### src/rtl/md_sixbutton_encoder.sv
// Mega Drive six-button pad encoder: follows console TH (p7) and multiplexes
// twelve active-low buttons onto DB9 pins 1,2,3,4,6,9 using the TH-cycle protocol.
module md_sixbutton_encoder #(
  parameter int unsigned TIMEOUT_CYCLES = 30000
) (
  input  logic clk,
  input  logic rst,
  input  logic p7,
  input  logic up,
  input  logic dw,
  input  logic lf,
  input  logic rg,
  input  logic a,
  input  logic b,
  input  logic c,
  input  logic st,
  input  logic x,
  input  logic y,
  input  logic z,
  input  logic md,
  output logic p1,
  output logic p2,
  output logic p3,
  output logic p4,
  output logic p6,
  output logic p9
);

  localparam int unsigned TW = $clog2(TIMEOUT_CYCLES + 1);

  typedef enum logic [2:0] {
    CYC0 = 3'd0,
    CYC1 = 3'd1,
    CYC2 = 3'd2,
    CYC3 = 3'd3,
    CYC4 = 3'd4,
    CYC5 = 3'd5
  } cyc_t;

  cyc_t          state;
  cyc_t          state_nxt;
  logic          th_s1;
  logic          th_s2;
  logic          th_dly;
  logic          th_rise;
  logic          th_edge;
  logic          timeout;
  logic [TW-1:0] timer;
  logic [TW-1:0] timer_nxt;

  // TH synchronizer plus delayed copy for edge detection; idle level is high
  always_ff @(posedge clk or posedge rst) begin
    if (rst) begin
      th_s1  <= 1'b1;
      th_s2  <= 1'b1;
      th_dly <= 1'b1;
    end else begin
      th_s1  <= p7;
      th_s2  <= th_s1;
      th_dly <= th_s2;
    end
  end

  assign th_rise = th_s2 & ~th_dly;
  assign th_edge = th_s2 ^ th_dly;
  // An edge in the same cycle as expiry wins over the timeout
  assign timeout = ~th_edge && (timer == TW'(TIMEOUT_CYCLES - 1));

  // Idle timer: restarts on any TH edge, parks at TIMEOUT_CYCLES until the next one
  always_comb begin
    timer_nxt = timer;
    if (th_edge) begin
      timer_nxt = '0;
    end else if (timer != TW'(TIMEOUT_CYCLES)) begin
      timer_nxt = timer + TW'(1);
    end
  end

  always_ff @(posedge clk or posedge rst) begin
    if (rst) begin
      timer <= '0;
    end else begin
      timer <= timer_nxt;
    end
  end

  always_ff @(posedge clk or posedge rst) begin
    if (rst) begin
      state <= CYC0;
    end else begin
      state <= state_nxt;
    end
  end

  // TH-cycle position: advance on each rising edge, saturate at 5, clear on timeout
  always_comb begin
    state_nxt = state;
    if (th_rise) begin
      case (state)
        CYC0:    state_nxt = CYC1;
        CYC1:    state_nxt = CYC2;
        CYC2:    state_nxt = CYC3;
        CYC3:    state_nxt = CYC4;
        CYC4:    state_nxt = CYC5;
        CYC5:    state_nxt = CYC5;
        default: state_nxt = CYC0;
      endcase
    end else if (timeout) begin
      state_nxt = CYC0;
    end
  end

  // Pin mux keys off raw p7 so group switching has no clock latency
  always_comb begin
    {p1, p2, p3, p4} = {up, dw, lf, rg};
    p6 = b;
    p9 = c;
    if (p7) begin
      if (state == CYC4) begin
        {p1, p2, p3, p4} = {z, y, x, md};
      end
    end else begin
      p6 = a;
      p9 = st;
      case (state)
        CYC3:    {p1, p2, p3, p4} = 4'b0000;
        CYC4:    {p1, p2, p3, p4} = 4'b1111;
        default: {p1, p2, p3, p4} = {up, dw, 2'b00};
      endcase
    end
  end

endmodule

### config.mk
export PLATFORM = sky130hd
export DESIGN_NAME = md_sixbutton_encoder
export DESIGN_NICKNAME = d
export VERILOG_FILES = /design/src/rtl/md_sixbutton_encoder.sv
export SDC_FILE = /design/constraint.sdc
export NUM_CORES = 1
export LEC_CHECK = 0
export CAP_MARGIN = 25
export CORE_MARGIN = 8
export CORE_UTILIZATION = 45
export CTS_BUF_LIST = sky130_fd_sc_hd__clkbuf_4 sky130_fd_sc_hd__clkbuf_8
export DETAILED_ROUTE_END_ITERATION = 7
export PLACE_DENSITY = 0.69
export SLEW_MARGIN = 10
export SYNTH_ARGS = -nofsm -noshare
export SYNTH_HDL_FRONTEND = slang
export SYNTH_SLANG_ARGS = --single-unit
### constraint.sdc
create_clock -name clk -period 3.1 [get_ports clk]
set_input_delay 0.62 -clock clk [delete_from_list [all_inputs] [get_ports clk]]
set_output_delay 0.62 -clock clk [all_outputs]
set_load 0.02 [all_outputs]
## Yosys cells after proc, flatten, opt, wreduce, memory -nomap -nowiden

Cells that the tools add are included.

- Bits in registers: 21
- Logic and storage cells: 40
- Output and inout bits: 6

- Equality and inequality tests: 7
- Add/sub/neg operators: 1
- Mux-type cells: 18
- Bitwise logic cells: 4
- Reduce and logical (&&, ||, !) cells: 5

Operator list:

| kind | number |
|---|---|
| 15-bit two-way mux | 2 |
| 15-bit by 1-bit adder with 15-bit output, second input constant | 1 |
| 15-bit equality test, second input constant | 1 |
| 15-bit != test, second input constant | 1 |
| 3-bit one-hot mux with 5 select lines | 1 |
| 1-bit two-way mux | 11 |
| 3-bit by 2-bit equality test with 1-bit output, second input constant | 2 |
| 3-bit equality test, second input constant | 2 |
| 3-bit two-way mux | 2 |
| 1-bit one-hot mux with 2 select lines | 2 |
| 2-bit nonzero test | 2 |
| 3-bit by 1-bit equality test with 1-bit output, second input constant | 1 |
| 3-bit logical NOT | 1 |
| 1-bit NOT | 2 |
| 2-bit OR reduction | 1 |
| 1-bit AND | 1 |
| 1-bit logical AND | 1 |
| 1-bit XOR | 1 |

## Longest topological paths before layout

- Word-level depth: 5
- Gate-level depth with buffers: 6
- Mapped depth without buffers: 6

## Worst setup path before layout

Ideal clock, no wire load.

- Kind: register -> output
- From: reg state[1]
- To: out p1
- Slack: 1.299 ns
- Arrival time: 1.181 ns
- Stages on the path, launching flop included: 6
- Required time: 2.480 ns
- Path through: dfrtp_1 -> clkbuf_1 -> nor2_1 -> nand3_1 -> o22ai_1 -> a21oi_1

- Word-level cells in the longest chain between the ends: 3
- Elaborated cells between the ends (all ways): 5
- Those cells by class: 2 x eq/ne; 3 x mux

Ends and longest elaborated chain:

| what | line | text |
|---|---|---|
| from (decl) | 40 | `cyc_t state;` |
| from (signal assigned) | 91 | `state <= state_nxt;` |
| 3-bit equality test or 3-bit by 2-bit equality test with 1-bit output (tied branches) | 119, 125 |  |
| 1-bit one-hot mux with 2 select lines or 1-bit two-way mux (tied branches) | 125, 119 |  |
| 1-bit two-way mux (*) | 118 | `if (p7) begin` |
| to (decl) | 21 | `output logic p1,` |

Every way passes the cells marked *; elsewhere a longest branch is shown, timed or not.

## Final worst setup path

- From: in p7
- To: out p1

- Word-level cells in the longest chain between the ends: 1

Ends and longest elaborated chain:

| what | line | text |
|---|---|---|
| from (decl) | 8 | `input logic p7,` |
| 1-bit two-way mux | 118 |  |

Every way passes these cells.

==> impl_metrics.json <==
{
  "yosys_register_bits": 21,
  "crit_arrival_ns": 2.24,
  "synth_commonest_cells": "dfrtp_1 (18), nand2_1 (15), and2_1 (12)",
  "place_congestion": 0.829,
  "hold_end": "th_s2",
  "max_cap_violations": 0,
  "cp_max_fo": 7,
  "synth_area_leader_cell": "dfrtp_1",
  "syn-num-nets": 151,
  "dp.cells": 180,
  "drt_wl_total_microns": 2550,
  "power.density_nw_per_um2": 463,
  "drt-initial-drc-count": 34,
  "final-setup-viol-count": 0,
  "dp.final_hpwl_microns": 1920,
  "min_period_over_period_pct": 92.3,
  "overflow": 0,
  "syn_area_sq_um": 1230,
  "status": "complete, no violations",
  "fill_cells": 246,
  "synth_edf_count": 0,
  "r2r-start": "timer[0]",
  "vias": 988,
  "start_kind": "primary input",
  "clk_latency_ns": 0.30,
  "relSlewSlack_pct": 47.5,
  "cts_sinks": 21,
  "yosysMostFrequentCell": "dfrtp_1",
  "grt_pass1_vias": 984,
  "max_freq_mhz": 350,
  "cts_setup_buffers": 0,
  "synth.top_cell.area_share_pct": 36.5,
  "die_w_microns": 68.4,
  "grt_usage_pct": 12.1,
  "cts-buffers-inserted": 3,
  "cp.required_ns": 2.48,
  "dr_wl_met2_microns": 1230,
  "cts.path.max_buffers": 2,
  "synth_area_per_cell_sq_um": 9.36,
  "cp-end-kind": "output pin",
  "cpMostUsedCell": "clkdlybuf4s50_1",
  "post_drt_wl_per_cell_microns": 13.8,
  "syn_to_final_growth_pct": 20.9,
  "critPathSlowestCell": "clkdlybuf4s50_1",
  "vias_per_cell": 5.37,
  "die_y_microns": 68.4,
  "finalHoldViolations": 0,
  "cts_resized": 0,
  "slew_violations": 0,
  "drt_pre_antenna_iters": 4,
  "top_layer_used": "met4",
  "synth_warnings": 0,
  "period_minus_slack_ns": 2.86,
  "hold_depth": 0,
  "yosysUniqueCellTypes": 35,
  "ir_worst_vdd_v": 0.000391,
  "cts_root_buffer": "clkbuf_4",
  "met1Wirelength_microns": 1200,
  "p_leak_uw": 0.000619,
  "synth-seq-area-share_pct": 42.9,
  "nets": 173,
  "r2r_slack_ns": 1.19,
  "antenna_found_initial": 0,
  "pin_count": 21,
  "core_area_sq_um": 2690,
  "hp-class": "flip-flop to flip-flop",
  "grt_pass1_wl_microns": 4370,
  "skew_ns": 0.00296,
  "rsz0062_at_grt": "no",
  "grt_max_degree": 22,
  "worstPathCellList": "clkdlybuf4s50_1 -> nand3_1 -> o22ai_1 -> a21oi_1 -> clkdlybuf4s50_1",
  "row_count": 19,
  "synth_ff_type": "dfrtp_1",
  "synthTopCellsByArea": "dfrtp_1 (36%), dfstp_2 (6.4%), xnor2_1 (6.4%), and2_1 (6.1%), nand2_1 (4.6%)",
  "antenna_cells": 0,
  "clkTransAtPathRegs_ns": 0.11,
  "h-tree-depth": 1,
  "drive_gt1_share_pct": 8.50,
  "setup_tns_ns": 0,
  "synth_cells": 132,
  "drtAntennaViolNets": 0,
  "crit_path_start": "p7",
  "start_util_pct": 46.0,
  "wl_met3_microns": 92,
  "hold_start": "th_s1",
  "portBuffers": 20,
  "r2r_end": "timer[14]",
  "drcViolationCount": 0,
  "die-area_sq_um": 4680,
  "r2r_cells": 5,
  "max_stage_delay_ns": 0.63,
  "instances_no_fill": 184,
  "hold_buffers": 0,
  "synthArstFlopShare_pct": 100,
  "worst_pin_slew_ns": 0.787,
  "path_class": "primary input to output pin",
  "cts_tree": "built"
}
worst max-delay path: cells and delay by family:
kind                   cells  cell delay (ns)
AO/OA/AOI/OAI              2             0.23
AND/OR/NAND/NOR            1             0.22
buffers and inverters      2             1.17
placed cells by master (no fill, tap or decap), drive strengths merged, types with 2 or more instances in the layout:
master,instances
mux2i,2
nand2,15
clkbuf,4
nand4,8
xnor2,9
nor3,5
o21ai,2
nor2b,3
nor2,9
and2,12
mux2,2
xor2,2
or3b,3
dfstp,3
inv,6
clkdlybuf4s50,20
nand3,3
o22ai,2
or3,3
dfrtp,18
a21oi,5
ha,4
metrics by stage:
stage | util [%] | cell area [sq um] | power, uW | hold slack, ns | setup slack [ns]
2_1_floorplan | - | 1230 | 476 | 0.345 | 1.30
3_3_place_gp | 54.4 | 1460 | 549 | 0.347 | 0.314
3_5_place_dp | 54.4 | 1460 | 559 | 0.347 | 0.236
4_1_cts | 55.6 | 1490 | 700 | 0.372 | 0.239
5_1_grt | 55.6 | 1490 | 743 | 0.378 | 0.145
6_report | 55.6 | 1490 | 690 | 0.364 | 0.240
report_power, final:
group	internal [uW]	total (uW)	switching [uW]
Sequential	302	357	55.3
Clock	58.9	137	77.7
Combinational	99.6	197	96.9
Total	461	690	230
how the worst max path moves through the flow:
stage | end | cells after the start
3_3_place_gp | p1 | 5
6_report | p1 | 5
2_1_floorplan | p1 | 5
5_1_grt | p2 | 5
4_1_cts | p1 | 5
3_5_place_dp | p1 | 5
flip-flops by register name (all words and copies together), names as in the netlist:
register	count
th_s1	1
timer	15
th_s2	1
state	3
th_dly	1
cell type report:
class / instances / area [sq um] / share of cell area [%]
Multi-Input combinational cell: 102 / 672 / 45.0
Clock buffer: 4 / 30.0 / 2.01
Timing Repair Buffer: 20 / 200 / 13.4
Inverter: 6 / 22.5 / 1.51
Sequential cell: 21 / 529 / 35.5
Tap cell: 31 / 38.8 / 2.60
per-layer routing:
layer	vias up	GRT usage, %
met3	4	4.26
met1	474	15.7
met5	-	0
met4	0	3.07
met2	11	18.7
li1	499	-
cell families (layout without fill, tap and decap cells):
logic type | after synthesis | after routing | share of synthesized area [%]
flip-flops | 21 | 21 | 42.9
AND/OR/NAND/NOR | 69 | 69 | 32.3
XOR/XNOR | 11 | 11 | 7.80
buffers and inverters | 9 | 30 | 2.74
adder cells (fa/ha/maj) | 4 | 4 | 4.05
multiplexers | 4 | 4 | 3.44
AO/OA/AOI/OAI | 14 | 14 | 6.79
Note: power is estimated with default switching activity, not from simulation.
